## config.mk

```make
export PLATFORM = sky130hd
export DESIGN_NAME = apb_master_bridge_flat
export DESIGN_NICKNAME = d
export VERILOG_FILES = /design/src/rtl/apb_master_bridge_if.sv /design/src/rtl/apb_master_bridge.sv /design/src/flat_wrapper.sv
export SDC_FILE = /design/constraint.sdc
export NUM_CORES = 1
export LEC_CHECK = 0
export ABC_AREA = 1
export CORE_ASPECT_RATIO = 0.8
export CORE_MARGIN = 2
export CORE_UTILIZATION = 39
export CTS_CLUSTER_DIAMETER = 80
export DETAILED_ROUTE_END_ITERATION = 12
export PLACE_DENSITY = 0.88
export RECOVER_POWER = 25
export SETUP_SLACK_MARGIN = 0.3
export SYNTH_ARGS = -nofsm -noshare
export SYNTH_HDL_FRONTEND = slang
export SYNTH_SLANG_ARGS = --single-unit
```

## constraint.sdc

```tcl
create_clock -name pclk -period 2 [get_ports pclk]
set_clock_uncertainty 0.15 [all_clocks]
set_input_delay 0.2 -clock pclk [delete_from_list [all_inputs] [get_ports pclk]]
set_output_delay 0.2 -clock pclk [all_outputs]
set_load 0.03 [all_outputs]
```

## src/rtl/apb_master_bridge_if.sv

```systemverilog
// -----------------------------------------------------------------------------
// apb_master_bridge_if
//   Bundles the command, response and APB signals of apb_master_bridge.
//   Modports:
//     master : the bridge's view (drives cmd_ready, rsp_*, psel/penable/
//              pwrite/paddr/pwdata; receives cmd_*, rsp_ready, prdata/pready)
//     slave  : the environment's view (command source, response sink and
//              APB responder combined)
// -----------------------------------------------------------------------------
interface apb_master_bridge_if #(
   parameter int ADDR_W = 32,
   parameter int DATA_W = 32
) ();

   // Command channel
   logic              cmd_valid;
   logic              cmd_ready;
   logic              cmd_write;
   logic [ADDR_W-1:0] cmd_addr;
   logic [DATA_W-1:0] cmd_wdata;

   // Response channel
   logic              rsp_valid;
   logic              rsp_ready;
   logic [DATA_W-1:0] rsp_rdata;
   logic              rsp_err;

   // APB requester side
   logic              psel;
   logic              penable;
   logic              pwrite;
   logic [ADDR_W-1:0] paddr;
   logic [DATA_W-1:0] pwdata;
   logic [DATA_W-1:0] prdata;
   logic              pready;

   modport master (
      input  cmd_valid, cmd_write, cmd_addr, cmd_wdata,
      output cmd_ready,
      output rsp_valid, rsp_rdata, rsp_err,
      input  rsp_ready,
      output psel, penable, pwrite, paddr, pwdata,
      input  prdata, pready
   );

   modport slave (
      output cmd_valid, cmd_write, cmd_addr, cmd_wdata,
      input  cmd_ready,
      input  rsp_valid, rsp_rdata, rsp_err,
      output rsp_ready,
      input  psel, penable, pwrite, paddr, pwdata,
      output prdata, pready
   );

endinterface

```

## src/rtl/apb_master_bridge.sv

```systemverilog
// -----------------------------------------------------------------------------
// apb_master_bridge
//   Converts single valid/ready commands into APB transfers (SETUP, ACCESS)
//   and returns one response per command. An ACCESS phase that sees pready
//   low for longer than TIMEOUT cycles is aborted with rsp_err=1.
//   Ports:
//     pclk   : sole clock, rising edge
//     preset : synchronous active-high reset
//     bus    : apb_master_bridge_if.master (command, response, APB signals)
//   Parameters:
//     ADDR_W, DATA_W : APB address / data width
//     TIMEOUT        : max ACCESS wait cycles before abort, 0 = wait forever
// -----------------------------------------------------------------------------
module apb_master_bridge #(
   parameter int ADDR_W  = 32,
   parameter int DATA_W  = 32,
   parameter int TIMEOUT = 255
) (
   input  logic                  pclk,
   input  logic                  preset,
   apb_master_bridge_if.master   bus
);

   // A zero TIMEOUT still needs a legal 1-bit counter; it is simply never
   // compared against.
   localparam int              WAIT_W     = (TIMEOUT > 0) ? $clog2(TIMEOUT + 1) : 1;
   localparam bit              TO_EN      = (TIMEOUT != 0);
   localparam logic [WAIT_W-1:0] WAIT_LIMIT = WAIT_W'(TIMEOUT);
   localparam logic [WAIT_W-1:0] WAIT_MAX   = '1;

   typedef enum logic [1:0] {
      IDLE   = 2'd0,
      SETUP  = 2'd1,
      ACCESS = 2'd2,
      RESP   = 2'd3
   } state_t;

   state_t            r_state;
   logic              r_psel;
   logic              r_penable;
   logic              r_pwrite;
   logic [ADDR_W-1:0] r_paddr;
   logic [DATA_W-1:0] r_pwdata;
   logic [DATA_W-1:0] r_rdata;
   logic              r_err;
   logic [WAIT_W-1:0] r_wait;

   always_ff @(posedge pclk) begin
      if (preset) begin
         r_state   <= IDLE;
         r_psel    <= 1'b0;
         r_penable <= 1'b0;
         r_pwrite  <= 1'b0;
         r_paddr   <= '0;
         r_pwdata  <= '0;
         r_rdata   <= '0;
         r_err     <= 1'b0;
         r_wait    <= '0;
      end else begin
         case (r_state)
            IDLE: begin
               if (bus.cmd_valid) begin
                  // Address, direction and data are frozen here and stay
                  // untouched until the next accepted command.
                  r_pwrite  <= bus.cmd_write;
                  r_paddr   <= bus.cmd_addr;
                  r_pwdata  <= bus.cmd_wdata;
                  r_psel    <= 1'b1;
                  r_penable <= 1'b0;
                  r_wait    <= '0;
                  r_state   <= SETUP;
               end
            end

            SETUP: begin
               r_penable <= 1'b1;
               r_state   <= ACCESS;
            end

            ACCESS: begin
               // pready has priority over the timeout check, so a responder
               // answering on the last allowed cycle still completes cleanly.
               if (bus.pready) begin
                  r_rdata   <= r_pwrite ? '0 : bus.prdata;
                  r_err     <= 1'b0;
                  r_psel    <= 1'b0;
                  r_penable <= 1'b0;
                  r_state   <= RESP;
               end else if (TO_EN && (r_wait == WAIT_LIMIT)) begin
                  r_rdata   <= '0;
                  r_err     <= 1'b1;
                  r_psel    <= 1'b0;
                  r_penable <= 1'b0;
                  r_state   <= RESP;
               end else if (r_wait != WAIT_MAX) begin
                  r_wait <= r_wait + WAIT_W'(1);
               end
            end

            RESP: begin
               if (bus.rsp_ready) begin
                  r_state <= IDLE;
               end
            end

            default: r_state <= IDLE;
         endcase
      end
   end

   // Handshake flags are pure state decodes; everything else is a register.
   assign bus.cmd_ready = (r_state == IDLE);
   assign bus.rsp_valid = (r_state == RESP);
   assign bus.rsp_rdata = r_rdata;
   assign bus.rsp_err   = r_err;
   assign bus.psel      = r_psel;
   assign bus.penable   = r_penable;
   assign bus.pwrite    = r_pwrite;
   assign bus.paddr     = r_paddr;
   assign bus.pwdata    = r_pwdata;

endmodule

```

## src/flat_wrapper.sv

```systemverilog
// flat-port wrapper written by rule: the top's interface ports become plain ports
module apb_master_bridge_flat 
#(
   parameter int ADDR_W  = 32,
   parameter int DATA_W  = 32,
   parameter int TIMEOUT = 255
)
  (pclk, preset, bus_cmd_valid, bus_cmd_write, bus_cmd_addr, bus_cmd_wdata, bus_cmd_ready, bus_rsp_valid, bus_rsp_rdata, bus_rsp_err, bus_rsp_ready, bus_psel, bus_penable, bus_pwrite, bus_paddr, bus_pwdata, bus_prdata, bus_pready);
  apb_master_bridge_if #(.ADDR_W(ADDR_W), .DATA_W(DATA_W)) bus_i ();
  input  logic pclk;
  input  logic preset;
  input wire logic [$bits(bus_i.cmd_valid)-1:0] bus_cmd_valid;
  input wire logic [$bits(bus_i.cmd_write)-1:0] bus_cmd_write;
  input wire logic [$bits(bus_i.cmd_addr)-1:0] bus_cmd_addr;
  input wire logic [$bits(bus_i.cmd_wdata)-1:0] bus_cmd_wdata;
  output wire logic [$bits(bus_i.cmd_ready)-1:0] bus_cmd_ready;
  output wire logic [$bits(bus_i.rsp_valid)-1:0] bus_rsp_valid;
  output wire logic [$bits(bus_i.rsp_rdata)-1:0] bus_rsp_rdata;
  output wire logic [$bits(bus_i.rsp_err)-1:0] bus_rsp_err;
  input wire logic [$bits(bus_i.rsp_ready)-1:0] bus_rsp_ready;
  output wire logic [$bits(bus_i.psel)-1:0] bus_psel;
  output wire logic [$bits(bus_i.penable)-1:0] bus_penable;
  output wire logic [$bits(bus_i.pwrite)-1:0] bus_pwrite;
  output wire logic [$bits(bus_i.paddr)-1:0] bus_paddr;
  output wire logic [$bits(bus_i.pwdata)-1:0] bus_pwdata;
  input wire logic [$bits(bus_i.prdata)-1:0] bus_prdata;
  input wire logic [$bits(bus_i.pready)-1:0] bus_pready;
  assign bus_i.cmd_valid = bus_cmd_valid;
  assign bus_i.cmd_write = bus_cmd_write;
  assign bus_i.cmd_addr = bus_cmd_addr;
  assign bus_i.cmd_wdata = bus_cmd_wdata;
  assign bus_cmd_ready = bus_i.cmd_ready;
  assign bus_rsp_valid = bus_i.rsp_valid;
  assign bus_rsp_rdata = bus_i.rsp_rdata;
  assign bus_rsp_err = bus_i.rsp_err;
  assign bus_i.rsp_ready = bus_rsp_ready;
  assign bus_psel = bus_i.psel;
  assign bus_penable = bus_i.penable;
  assign bus_pwrite = bus_i.pwrite;
  assign bus_paddr = bus_i.paddr;
  assign bus_pwdata = bus_i.pwdata;
  assign bus_i.prdata = bus_prdata;
  assign bus_i.pready = bus_pready;
  apb_master_bridge #(.ADDR_W(ADDR_W), .DATA_W(DATA_W), .TIMEOUT(TIMEOUT)) u_core (.pclk(pclk), .preset(preset), .bus(bus_i));
endmodule
```

==> flow_summary.json <==
{
  "clockRootBuffer": "clkbuf_16",
  "cts_tree": "done",
  "core_area_um2": 10400,
  "routabilityCongestion": 0.817,
  "grt_pass1_wl_mm": 19.2,
  "area_growth_pct": 56.7,
  "reg2reg_slack_ns": 0.36,
  "rr_endpoint": "u_core.bus.rsp_rdata[6]$_SDFFE_PP0P_",
  "arrival_ns": 1.29,
  "path_max_fanout": 3,
  "p_per_area_nw_per_um2": 1320,
  "placed_cell_area_um2": 6350,
  "synth-edff-count": 0,
  "yosys_warnings": 0,
  "syn_area_um2": 4230,
  "end_kind": "output port",
  "final_common_cell": "nor2_1",
  "synth_cell_types": 23,
  "drt-initial-drc-count": 151,
  "hold_violations": 0,
  "dieArea_um2": 11700,
  "cts.sinks": 110,
  "place_hpwl_mm": 8.68,
  "wl_per_cell_um": 13.8,
  "ant_nets": 0,
  "tns_ns": 0,
  "die_h_um": 97.1,
  "fin_nets": 863,
  "p_leak_nw": 2.91,
  "start_util_pct": 40.6,
  "fmax_mhz": 609,
  "clkTransAtPathRegs_ns": 0.07,
  "crit_end": "bus_rsp_valid",
  "fp-row-count": 33,
  "grt.total_usage_pct": 20.2,
  "drt_pass1_iterations": 4,
  "clk_path_buf_depth": 2,
  "max_slew_margin_pct": 73.4,
  "min_period_ns": 1.64,
  "timing.final.crit_share_pct": 82.0,
  "seq_area_frac_synth_pct": 52.1,
  "drc": 0,
  "syn_area_per_cell_um2": 7.59,
  "grt_max_degree": 46,
  "fin_ws_ns": 0.359,
  "synth_top_area_cell": "dfxtp_1",
  "synthTopCellsByArea": "dfxtp_1 (52%), nor2_1 (13%), nand2_1 (9.2%), o21ai_0 (7.9%), a21oi_1 (4.7%)",
  "synth_cells": 557,
  "synthArstFlopShare_pct": 0,
  "r2r-start": "u_core.r_wait[0]$_SDFFE_PP0P_",
  "nFillCells": 911,
  "cts_inserted_buffers": 9,
  "ys_ff_latch": 110,
  "status": "completed",
  "dr_total_vias": 4328,
  "synth_top_area_share_pct": 52.1,
  "maxCapViolations": 0,
  "drive_above_1_share_pct": 8.17,
  "mostFrequentLayoutCells": "nor2_1 (150), dfxtp_1 (106), clkdlybuf4s50_1 (101)",
  "die_w_um": 120,
  "cp-start-kind": "flop",
  "rr_worst_depth": 8,
  "path_class": "flop to output port",
  "io_pins": 204,
  "synth_fp_nets": 666,
  "setup_viol": 0,
  "htreeDepth": 3,
  "design_area_um2": 6620,
  "n_antenna_cell": 0,
  "clock_latency_ns": 0.34,
  "synth-main-ff-cell": "dfxtp_1",
  "slew_violations": 0,
  "peakVddDrop_mv": 0.643,
  "crit_required_ns": 1.65,
  "grt_overflow": 0,
  "min_path_type": "input port to flop",
  "port_buffers": 203,
  "vias_per_cell": 4.81,
  "cp-startpoint": "u_core.r_state[1]$_SDFFE_PP0P_",
  "dp_slack_ns": 0.129,
  "tightest_slew_ns": 0.401,
  "hold_buffers": 0,
  "rsz0062_at_grt": "false",
  "grt_antenna_before_repair": 0,
  "wl_mm": 12.4,
  "grt_pass1_vias": 4037
}
kinds of logic after synthesis:
family	Yosys count	synth area share (%)
simple gates	276	26.7
compound gates	109	13.0
flops	110	52.1
fa+ha+maj	7	2.07
buf+inv	55	6.13
how the worst min path moves through the flow:
stage                                         start                                    end  depth (start not counted)
2_1_floorplan                         bus_prdata[4]   u_core.bus.rsp_rdata[4]$_SDFFE_PP0P_                          2
3_3_place_gp   u_core.bus.rsp_rdata[4]$_SDFFE_PP0P_   u_core.bus.rsp_rdata[4]$_SDFFE_PP0P_                          2
3_5_place_dp        u_core.bus.rsp_err$_SDFFE_PP0P_        u_core.bus.rsp_err$_SDFFE_PP0P_                          2
4_1_cts                              bus_prdata[10]  u_core.bus.rsp_rdata[10]$_SDFFE_PP0P_                          3
5_1_grt                               bus_prdata[3]   u_core.bus.rsp_rdata[3]$_SDFFE_PP0P_                          3
6_report                             bus_prdata[13]  u_core.bus.rsp_rdata[13]$_SDFFE_PP0P_                          3
per-layer routing:
metal	routed length (um)	part of all wire, %	vias to the layer above	GRT usage [%]
li1	-	-	2168	-
met1	4900	39	1949	22.6
met2	5980	48	188	33.9
met3	1280	10	23	8.98
met4	263	2.1	0	7.25
met5	0	0	-	0
timing repair:
| item | in CTS | in global routing |
|---|---|---|
| buffers inserted | 2 | 3 |
| gates resized for setup | 98 | 32 |
| cloned | 0 | 2 |
| setup endpoints to repair | 134 | 84 |
| pin swaps | 1 | 7 |
through the flow:
step / hold slack [ns] / instances / util [%] / total power, mW
2_1_floorplan: 0.197 / 557 / - / 5.53
6_report: 0.279 / 899 / 63.6 / 8.71
4_1_cts: 0.265 / 894 / 63.1 / 8.58
3_5_place_dp: 0.297 / 876 / 61.1 / 7.03
3_3_place_gp: 0.297 / 876 / 61.1 / 6.87
5_1_grt: 0.279 / 899 / 63.6 / 9.28
layout make-up:
type | count | area [um2] | share of cell area (%)
well taps | 140 | 175 | 2.65
flip-flops and latches | 110 | 2210 | 33.4
clock inverters | 5 | 57.6 | 0.869
clock buffers | 11 | 243 | 3.67
multi-input cells | 394 | 1850 | 28.0
inverters | 22 | 85.1 | 1.28
repair buffers | 217 | 2000 | 30.1
critical path, stage by stage, from the launching register on:
cell,delay (ns)
dfxtp_4,0.36
buf_12,0.12
ha_1,0.18
clkdlybuf4s15_2,0.28
synth_stat cells, types with 2 or more instances:
master,instances
nand4_1,6
dfxtp_1,110
nand2_1,104
buf_2,10
nor2_4,3
buf_6,4
clkbuf_1,18
o21ai_0,67
nand3_1,5
nand2_2,2
ha_1,7
nor2_1,151
inv_1,21
a21oi_1,40
registers in the layout (all words and copies together), names as in the netlist:
register,cells
u_core.bus.paddr,32
u_core.bus.pwdata,32
u_core.bus.pwrite,1
u_core.bus.rsp_rdata,32
u_core.r_wait,8
u_core.bus.penable,1
u_core.bus.psel,1
u_core.bus.rsp_err,1
u_core.r_state,2
power breakdown:
part | switching [mW] | internal [mW]
Sequential | 0.309 | 2.73
Clock | 0.768 | 1.01
Combinational | 2.52 | 1.37
Total | 3.60 | 5.11
No activity file was read; power rests on OpenSTA's default activity.
